## src/rtl/cronometro_defs.sv

```systemverilog
// Shared definitions for the M:SS stopwatch/timer controller: state encoding,
// BCD digit limits and the packed time type.
package cronometro_defs;

  typedef enum logic [1:0] {
    PARADO   = 2'd0,
    CONTANDO = 2'd1,
    PAUSADO  = 2'd2,
    FIM      = 2'd3
  } estado_t;

  localparam logic [3:0] SEG_MAX = 4'd9;
  localparam logic [3:0] DEZ_MAX = 4'd5;
  localparam logic [3:0] MIN_MAX = 4'd9;

  typedef struct packed {
    logic [3:0] min;
    logic [3:0] dez;
    logic [3:0] seg;
  } tempo_t;

  localparam tempo_t TEMPO_ZERO = '{min: 4'd0, dez: 4'd0, seg: 4'd0};
  localparam tempo_t TEMPO_TOPO = '{min: MIN_MAX, dez: DEZ_MAX, seg: SEG_MAX};

  function automatic logic [3:0] satura(input logic [3:0] valor, input logic [3:0] limite);
    return (valor > limite) ? limite : valor;
  endfunction

endpackage

```

## src/rtl/cronometro_prescaler.sv

```systemverilog
// Cycle prescaler for the one-second tick: counts 0..CICLOS_POR_SEG-1 while enabled,
// holds its value otherwise, and flags the last cycle of each second.
module cronometro_prescaler #(
  parameter int unsigned CICLOS_POR_SEG = 50000000
) (
  input  logic clk,
  input  logic rst,
  input  logic clear,
  input  logic enable,
  output logic tick
);

  localparam int unsigned W = (CICLOS_POR_SEG > 2) ? $clog2(CICLOS_POR_SEG) : 1;
  localparam logic [W-1:0] ULTIMO = W'(CICLOS_POR_SEG - 1);

  logic [W-1:0] count_q;

  // Raised on the final cycle regardless of enable; the owner qualifies it.
  assign tick = (count_q == ULTIMO);

  always_ff @(posedge clk) begin
    if (rst || clear) begin
      count_q <= '0;
    end else if (enable) begin
      count_q <= tick ? '0 : count_q + 1'b1;
    end
  end

endmodule

```

## src/rtl/cronometro_controle.sv

```systemverilog
// Stopwatch/timer sequencing controller: command FSM plus BCD M:SS digit stepping,
// advanced once per prescaler tick while counting.
module cronometro_controle
  import cronometro_defs::*;
#(
  parameter int unsigned CICLOS_POR_SEG = 50000000
) (
  input  logic       Clock,
  input  logic       Reset,
  input  logic       Iniciar,
  input  logic       Pausar,
  input  logic       Zerar,
  input  logic       Carregar,
  input  logic       Modo,
  input  logic [3:0] CargaMin,
  input  logic [3:0] CargaDez,
  input  logic [3:0] CargaSeg,
  output logic [3:0] Minutos,
  output logic [3:0] DezenaSeg,
  output logic [3:0] Segundos,
  output logic       Contando,
  output logic       Fim
);

  estado_t state_q, state_d;
  tempo_t  tempo_q, tempo_d;
  logic    desce_q, desce_d;
  tempo_t  proximo;
  logic    presc_clear, presc_en, tick;

  cronometro_prescaler #(
    .CICLOS_POR_SEG(CICLOS_POR_SEG)
  ) u_prescaler (
    .clk   (Clock),
    .rst   (Reset),
    .clear (presc_clear),
    .enable(presc_en),
    .tick  (tick)
  );

  // One-second step in the latched direction; 0:00 down is unreachable (FIM stops it).
  always_comb begin
    proximo = tempo_q;
    if (!desce_q) begin
      if (tempo_q.seg == SEG_MAX) begin
        proximo.seg = 4'd0;
        if (tempo_q.dez == DEZ_MAX) begin
          proximo.dez = 4'd0;
          proximo.min = tempo_q.min + 4'd1;
        end else begin
          proximo.dez = tempo_q.dez + 4'd1;
        end
      end else begin
        proximo.seg = tempo_q.seg + 4'd1;
      end
    end else begin
      if (tempo_q.seg == 4'd0) begin
        proximo.seg = SEG_MAX;
        if (tempo_q.dez == 4'd0) begin
          proximo.dez = DEZ_MAX;
          proximo.min = tempo_q.min - 4'd1;
        end else begin
          proximo.dez = tempo_q.dez - 4'd1;
        end
      end else begin
        proximo.seg = tempo_q.seg - 4'd1;
      end
    end
  end

  always_comb begin
    state_d     = state_q;
    tempo_d     = tempo_q;
    desce_d     = desce_q;
    presc_clear = 1'b0;
    presc_en    = 1'b0;
    if (Zerar) begin
      tempo_d     = TEMPO_ZERO;
      presc_clear = 1'b1;
      state_d     = PARADO;
    end else if (Carregar) begin
      tempo_d.min = satura(CargaMin, MIN_MAX);
      tempo_d.dez = satura(CargaDez, DEZ_MAX);
      tempo_d.seg = satura(CargaSeg, SEG_MAX);
      presc_clear = 1'b1;
      state_d     = PARADO;
    end else begin
      unique case (state_q)
        PARADO: begin
          if (Iniciar) begin
            desce_d     = Modo;
            presc_clear = 1'b1;
            if ((Modo && tempo_q == TEMPO_ZERO) || (!Modo && tempo_q == TEMPO_TOPO)) begin
              state_d = FIM;
            end else begin
              state_d = CONTANDO;
            end
          end
        end
        CONTANDO: begin
          if (Pausar) begin
            state_d = PAUSADO;
          end else begin
            presc_en = 1'b1;
            if (tick) begin
              tempo_d = proximo;
              if (proximo == (desce_q ? TEMPO_ZERO : TEMPO_TOPO)) state_d = FIM;
            end
          end
        end
        PAUSADO: begin
          if (Iniciar && !Pausar) state_d = CONTANDO;
        end
        FIM: begin
        end
        default: state_d = PARADO;
      endcase
    end
  end

  always_ff @(posedge Clock) begin
    if (Reset) begin
      state_q <= PARADO;
      tempo_q <= TEMPO_ZERO;
      desce_q <= 1'b0;
    end else begin
      state_q <= state_d;
      tempo_q <= tempo_d;
      desce_q <= desce_d;
    end
  end

  assign Minutos   = tempo_q.min;
  assign DezenaSeg = tempo_q.dez;
  assign Segundos  = tempo_q.seg;
  assign Contando  = (state_q == CONTANDO);
  assign Fim       = (state_q == FIM);

endmodule

```

## config.mk

```make
export PLATFORM = sky130hd
export DESIGN_NAME = cronometro_controle
export DESIGN_NICKNAME = d
export VERILOG_FILES = /design/src/rtl/cronometro_defs.sv /design/src/rtl/cronometro_prescaler.sv /design/src/rtl/cronometro_controle.sv
export SDC_FILE = /design/constraint.sdc
export NUM_CORES = 1
export LEC_CHECK = 0
export BUFFER_PORTS_ARGS = -buffer_cell sky130_fd_sc_hd__buf_2
export CORE_MARGIN = 3
export CORE_UTILIZATION = 53
export CTS_BUF_LIST = sky130_fd_sc_hd__clkbuf_8 sky130_fd_sc_hd__clkbuf_16
export CTS_CLUSTER_DIAMETER = 100
export DETAILED_ROUTE_END_ITERATION = 16
export MAX_ROUTING_LAYER = met4
export PLACE_DENSITY_LB_ADDON = 0.12
export SLEW_MARGIN = 20
export SYNTH_ARGS = -nofsm -noshare
export SYNTH_HDL_FRONTEND = slang
export SYNTH_SLANG_ARGS = --single-unit
```

## constraint.sdc

```tcl
create_clock -name Clock -period 2.5 [get_ports Clock]
set_clock_uncertainty 0.2 [all_clocks]
set_input_delay 0.125 -clock Clock [delete_from_list [all_inputs] [get_ports Clock]]
set_output_delay 0.125 -clock Clock [all_outputs]
set_load 0.05 [all_outputs]
```

# Word-level counts from Yosys, hierarchy flattened
# Cells that the tools add are included.
[word_totals]
mem_bits_rw = 0
latchBits = 0
ff_bits = 41
inputBits = 19
wordCells = 83
n_memories = 0
rom_bits = 0
output_inout_bits = 14
[classes]
mux = 33
n_reduce_logical = 19
n_eq_ne = 13
add_sub_neg = 7
bitwise_logic = 2
multipliers = 0
n_lt_le_gt_ge = 3
shifts = 0
div = 0
[op_table]
columns = ["operator", "n"]
rows = [
  ["two-way mux 12 bit", 6],
  ["two-way mux 4 bit", 9],
  ["adder 26 x 1 -> 26 bit (second input constant)", 1],
  ["== test 26 bit (second input constant)", 1],
  ["two-way mux 26 bit", 1],
  ["two-way mux 8 bit", 2],
  ["adder 4 x 1 -> 4 bit (second input constant)", 3],
  ["== test 12 bit", 1],
  ["== test 12 bit (second input constant)", 1],
  ["zero test 12 bit", 1],
  ["two-way mux 2 bit", 6],
  ["subtractor 4 x 1 -> 4 bit (second input constant)", 3],
  ["greater-than comparator 4 bit (second input constant)", 2],
  ["zero test 4 bit", 2],
  ["two-way mux 1 bit", 8],
  ["inequality test 3 x 2 -> 1 bit (second input constant)", 2],
  ["case mux 2 bit (3 select lines)", 1],
  ["AND reduction 5 bit", 1],
  ["== test 2 bit (second input constant)", 2],
  ["== test 4 x 3 -> 1 bit (second input constant)", 1],
  ["== test 4 bit (second input constant)", 1],
  ["greater-than comparator 4 x 3 -> 1 bit (second input constant)", 1],
  ["inequality test 2 bit (second input constant)", 2],
  ["AND reduction 4 bit", 1],
  ["12 further kinds", 18],
]

# Depth between registers and ports, before layout
[depth]
word_depth = 9
mapped_depth = 10

# Modules after synthesis
# From an unflattened synthesis, not the netlist that was laid out.
[hier_totals]
cells_unflattened = 380
area_unflattened_um2 = 2961.6
[modules_own_cells]
columns = ["mod", "cells_per_inst", "instances", "seq_area_each_um2", "area_each_um2"]
rows = [
  ["cronometro_controle", 213, 1, 300.3, 1565.3],
  ["cronometro_prescaler", 167, 1, 520.5, 1396.3],
]

# Worst setup path before layout
# No wires, ideal clock.
[synth_timing]
kind = "flip-flop to flip-flop"
startpoint = "reg tempo_q (netlist bit DezenaSeg[0])"
endpoint = "reg state_q[0]"
setup_time_ps = 61
slack_ps = -469
required_ps = 2239
path_stages_with_launch = 10
arrival_time_ps = 2709
period_less_slack_ps = 2969
n_path_buf = 2
path_cell_list = "dfxtp_1 -> clkbuf_4 -> nand3_1 -> or4_4 -> buf_6 -> o22ai_4 -> xor2_2 -> mux2_4 -> o31ai_2 -> o221a_1"
[synth_between]
elab_chain_len = 7
[synth_lines]
columns = ["element", "line", "rtl"]
rows = [
  ["start, declared", "cronometro_controle.sv:26", "tempo_t tempo_q, tempo_d;"],
  ["start signal, assigned", "cronometro_controle.sv:128", "tempo_q <= tempo_d;"],
  ["adder 4 x 1 -> 4 bit (tied with other cells)", "cronometro_controle.sv:51", "proximo.dez = tempo_q.dez + 4'd1;"],
  ["two-way mux 4 bit, on equally long branches", "cronometro_controle.sv:47, cronometro_controle.sv:59", ""],
  ["two-way mux 8 bit, on equally long branches", "cronometro_controle.sv:45, cronometro_controle.sv:57", ""],
  ["two-way mux 12 bit (*)", "cronometro_controle.sv:44", "if (!desce_q) begin"],
  ["== test 12 bit (*)", "cronometro_controle.sv:107", "if (proximo == (desce_q ? TEMPO_ZERO : TEMPO_TOPO)) state_d = FIM;"],
  ["inequality test 3 x 2 -> 1 bit (no source line) (*)", "--", ""],
  ["AND reduction 5 bit (no source line) (*)", "--", ""],
  ["end signal, assigned", "cronometro_controle.sv:127", "state_q <= state_d;"],
  ["end, declared", "cronometro_controle.sv:25", "estado_t state_q, state_d;"],
]
# Every way passes the cells marked *; elsewhere a longest branch is shown, timed or not.
# A chain may end at the register's enable or synchronous reset.

# Worst setup path after layout
[layout_timing]
startpoint = "reg tempo_q (netlist bit Segundos[3])"
endpoint = "reg state_q[0]"
[layout_between]
elab_chain_len = 6
[layout_lines]
columns = ["element", "line", "rtl"]
rows = [
  ["adder 4 x 1 -> 4 bit (tied with other cells)", "cronometro_controle.sv:54", "proximo.seg = tempo_q.seg + 4'd1;"],
  ["two-way mux 4 bit (tied with other cells)", "cronometro_controle.sv:45", "if (tempo_q.seg == SEG_MAX) begin"],
  ["two-way mux 12 bit (*)", "cronometro_controle.sv:44", ""],
  ["== test 12 bit (*)", "cronometro_controle.sv:107", ""],
  ["inequality test 3 x 2 -> 1 bit (no source line) (*)", "--", ""],
  ["AND reduction 5 bit (no source line) (*)", "--", ""],
]
# Marks and branches as above.

==> flow_summary.json <==
{
  "die_h_um": 79.0,
  "start_kind": "register",
  "rows": 25,
  "top_usage_layer": "met2",
  "tightest_slew_ns": 0.557,
  "finalCritPeriodShare_pct": 100,
  "synth_adder_area_share_pct": 3.99,
  "initial_core_util_pct": 57.2,
  "htreeDepth": 2,
  "synthMuxAreaShare_pct": 3.10,
  "worst-setup-path-type": "reg -> reg",
  "synth_compound_area_share_pct": 16.1,
  "drcViolationCount": 0,
  "grt_use_total_pct": 26.4,
  "met1_usage_pct": 36.0,
  "worstPathArrival_ns": 2.56,
  "vdd_drop_max_mv": 0.270,
  "hold_end": "DezenaSeg[1]",
  "use_met2_pct": 39.8,
  "syn_to_final_growth_pct": 29.4,
  "r2r-start": "Segundos[3]",
  "synth_cells": 347,
  "grt_pass1_vias": 2716,
  "crit_chain": "or4_4 > or4_1 > a31oi_2 > nand4_1 > o31ai_4 > o221a_1",
  "synth-seq-cells": 41,
  "dp_hpwl_um": 5560,
  "min_path_type": "in -> reg",
  "p_leak_nw": 1.42,
  "r2r_end": "state_q[0]",
  "root_buffer": "clkbuf_8",
  "avgViaCountPerCell": 5.81,
  "dp_slack_ns": -0.0723,
  "place.gp.congestion": 0.922,
  "synth-simple-area-share_pct": 32.2,
  "cp-end-kind": "register",
  "dr.pass1.iters": 5,
  "cts_tree": "done",
  "synth-xor-area-share_pct": 9.83,
  "nFillCells": 397,
  "synth_edf_count": 0,
  "cp.buffers_inverters": 0,
  "violations": "negative setup slack",
  "synth_area_per_cell_um2": 8.14,
  "overflow": 0,
  "grtUsageMet3_pct": 5.67,
  "cp.required_ns": 2.55,
  "cpMaxStageDelayCell": "or4_4",
  "worstHoldStart": "CargaDez[1]",
  "port_buffers": 32,
  "slew_viol_final": 0,
  "final_design_area_no_fill_mm2": 0.00365,
  "synth_top_family_by_area": "simple AND/OR/NAND/NOR gates",
  "numCtsBuffers": 5,
  "cts_sinks": 41,
  "antenna_found_initial": 0,
  "die_w_um": 79.0,
  "final_layout_size_suffix_gt1_share_pct": 29.0,
  "ys_warn_count": 0,
  "synthTopCellsByArea": "dfxtp_1 29%, nor2_1 6.2%, xor2_1 5.9%",
  "max_slew_margin_pct": 62.7,
  "syn_area_mm2": 0.00283,
  "place_area_mm2": 0.00332,
  "fp.dieArea_mm2": 0.00624,
  "synth_top_cell_by_area": "dfxtp_1",
  "core_area_mm2": 0.00494,
  "crit_fanout": 5,
  "vias": 2876,
  "path_clk_slew_ns": 0.08,
  "async_flop_share_pct": 0,
  "crit_family": "simple AND/OR/NAND/NOR gates",
  "layout_min_cycle_time_ns": 2.51,
  "max_freq_mhz": 399,
  "pin_count": 33,
  "syn_nets": 375,
  "cpPeakStageDelay_ns": 0.57,
  "rrSetupSlack_ns": -0.009,
  "grt_pass1_wl_um": 12900,
  "p_per_area_mw_per_mm2": 374,
  "clock_latency_ns": 0.30,
  "drt_iter0_markers": 226,
  "hold_depth": 3,
  "ys_seq_area_share_pct": 29.1,
  "synth_top_cell_area_share_pct": 29.1,
  "postRouteAntennaNets": 0,
  "nets": 456,
  "wirelength_um": 7860,
  "grt_max_degree": 24,
  "antennaDiodeCount": 0,
  "cts_buffer_depth": 2,
  "avgRoutedWirePerCell_um": 15.9,
  "setup_viol": 1,
  "synth_flop_cell": "dfxtp_1",
  "outcome": "finished with violations",
  "synth_cell_types": 72,
  "hold_viol": 0,
  "rsz0062_at_grt": "true",
  "reg2reg_depth": 6,
  "fin_ws_ns": -0.00864,
  "max_cap_viol_count": 0
}
==> cells by family after synthesis <==
group	after synthesis
compound gates	61
xor+xnor	30
fa+ha+maj	9
buf+inv	28
flops	41
mux	8
simple gates	170
==> stage by stage <==
stage,hold WS (ns),instances,util [%],setup TNS [ns],power (mW)
2_1_floorplan,-0.00262,347,-,-0.452,0.827
4_1_cts,0.00373,492,72.1,0,1.37
3_5_place_dp,0.182,471,67.2,-0.133,0.895
3_3_place_gp,0.173,471,67.2,-0.00103,0.890
6_report,0.0108,495,73.9,-0.00864,1.37
5_1_grt,0.0423,495,73.9,-0.211,1.42
==> layout make-up <==
cell class	count	area [um2]	share of cell area [%]
Sequential cell	41	837	22.9
Tap cell	67	83.8	2.29
Clock inverter	1	7.51	0.205
Clock buffer	6	82.6	2.26
Multi-Input combinational cell	278	1940	53.1
Inverter	10	45.0	1.23
Timing Repair Buffer	92	657	18.0
==> worst min-delay path: cells and delay by family <==
kind                   cells  cell delay (ns)
AND/OR/NAND/NOR            1             0.16
AO/OA/AOI/OAI              1             0.12
buffers and inverters      1             0.09
==> Yosys cell counts (all sizes together), types with 3 or more instances <==
cell type / instances
nand3: 19
xor2: 20
mux2i: 5
mux2: 3
o21a: 5
ha: 9
nand2b: 5
nand4: 5
o22ai: 3
or2: 3
o21ai: 11
inv: 9
a211oi: 3
buf: 10
nor2: 47
a31oi: 4
and4: 4
dfxtp: 41
a2111oi: 3
o311ai: 3
or3: 4
and3: 10
nor2b: 7
nand3b: 3
or4: 7
a21oi: 10
xnor2: 10
nor4bb: 4
nand2: 29
nor3: 12
o31ai: 4
clkbuf: 8
==> placed cells by master (no fill, tap or decap), drive strengths merged, types with 10 or more instances in the layout <==
cell type	n
dlygate4sd3	14
nand2	29
o21ai	11
nor3	12
a21oi	10
xor2	20
nand3	19
nor2	47
buf	78
xnor2	10
and3	10
dfxtp	41
==> how the worst max path moves through the flow <==
stage	cells after the start	from	end	slack [ns]
floorplan	9	Segundos[2]	state_q[1]	-0.20
global placement	7	Segundos[3]	state_q[1]	-0.001
detailed placement	7	Segundos[3]	state_q[0]	-0.07
CTS	7	Segundos[3]	state_q[0]	0.003
global route	7	Segundos[3]	state_q[1]	-0.11
finish	6	Segundos[3]	state_q[0]	-0.009
==> report_power, final <==
group / total, mW / internal (mW) / switching [mW]
Combinational: 0.240 / 0.104 / 0.136
Clock: 0.456 / 0.218 / 0.238
Sequential: 0.670 / 0.660 / 0.00992
Total: 1.37 / 0.982 / 0.383
==> what timing repair did <==
action,in CTS,in global routing
pin swaps,2,8
endpoints found under the setup margin,3,9
hold buffers,14,0
gates resized for setup,4,14
endpoints found under the hold margin,9,0
setup buffers,0,3
==> routing by layer <==
layer | vias up | routed length (um) | share of wire (%)
li1 | 1410 | - | -
met1 | 1339 | 3550 | 45
met2 | 117 | 3650 | 47
met3 | 10 | 557 | 7.1
met4 | 0 | 91 | 1.2
met5 | - | 0 | 0
==> sequential cells by signal, indices dropped and copies added, names as in the netlist <==
register / count
Segundos: 4
state_q: 2
Minutos: 4
DezenaSeg: 4
desce_q: 1
u_prescaler.count_q: 26
Power figures use the tool's default switching activity.
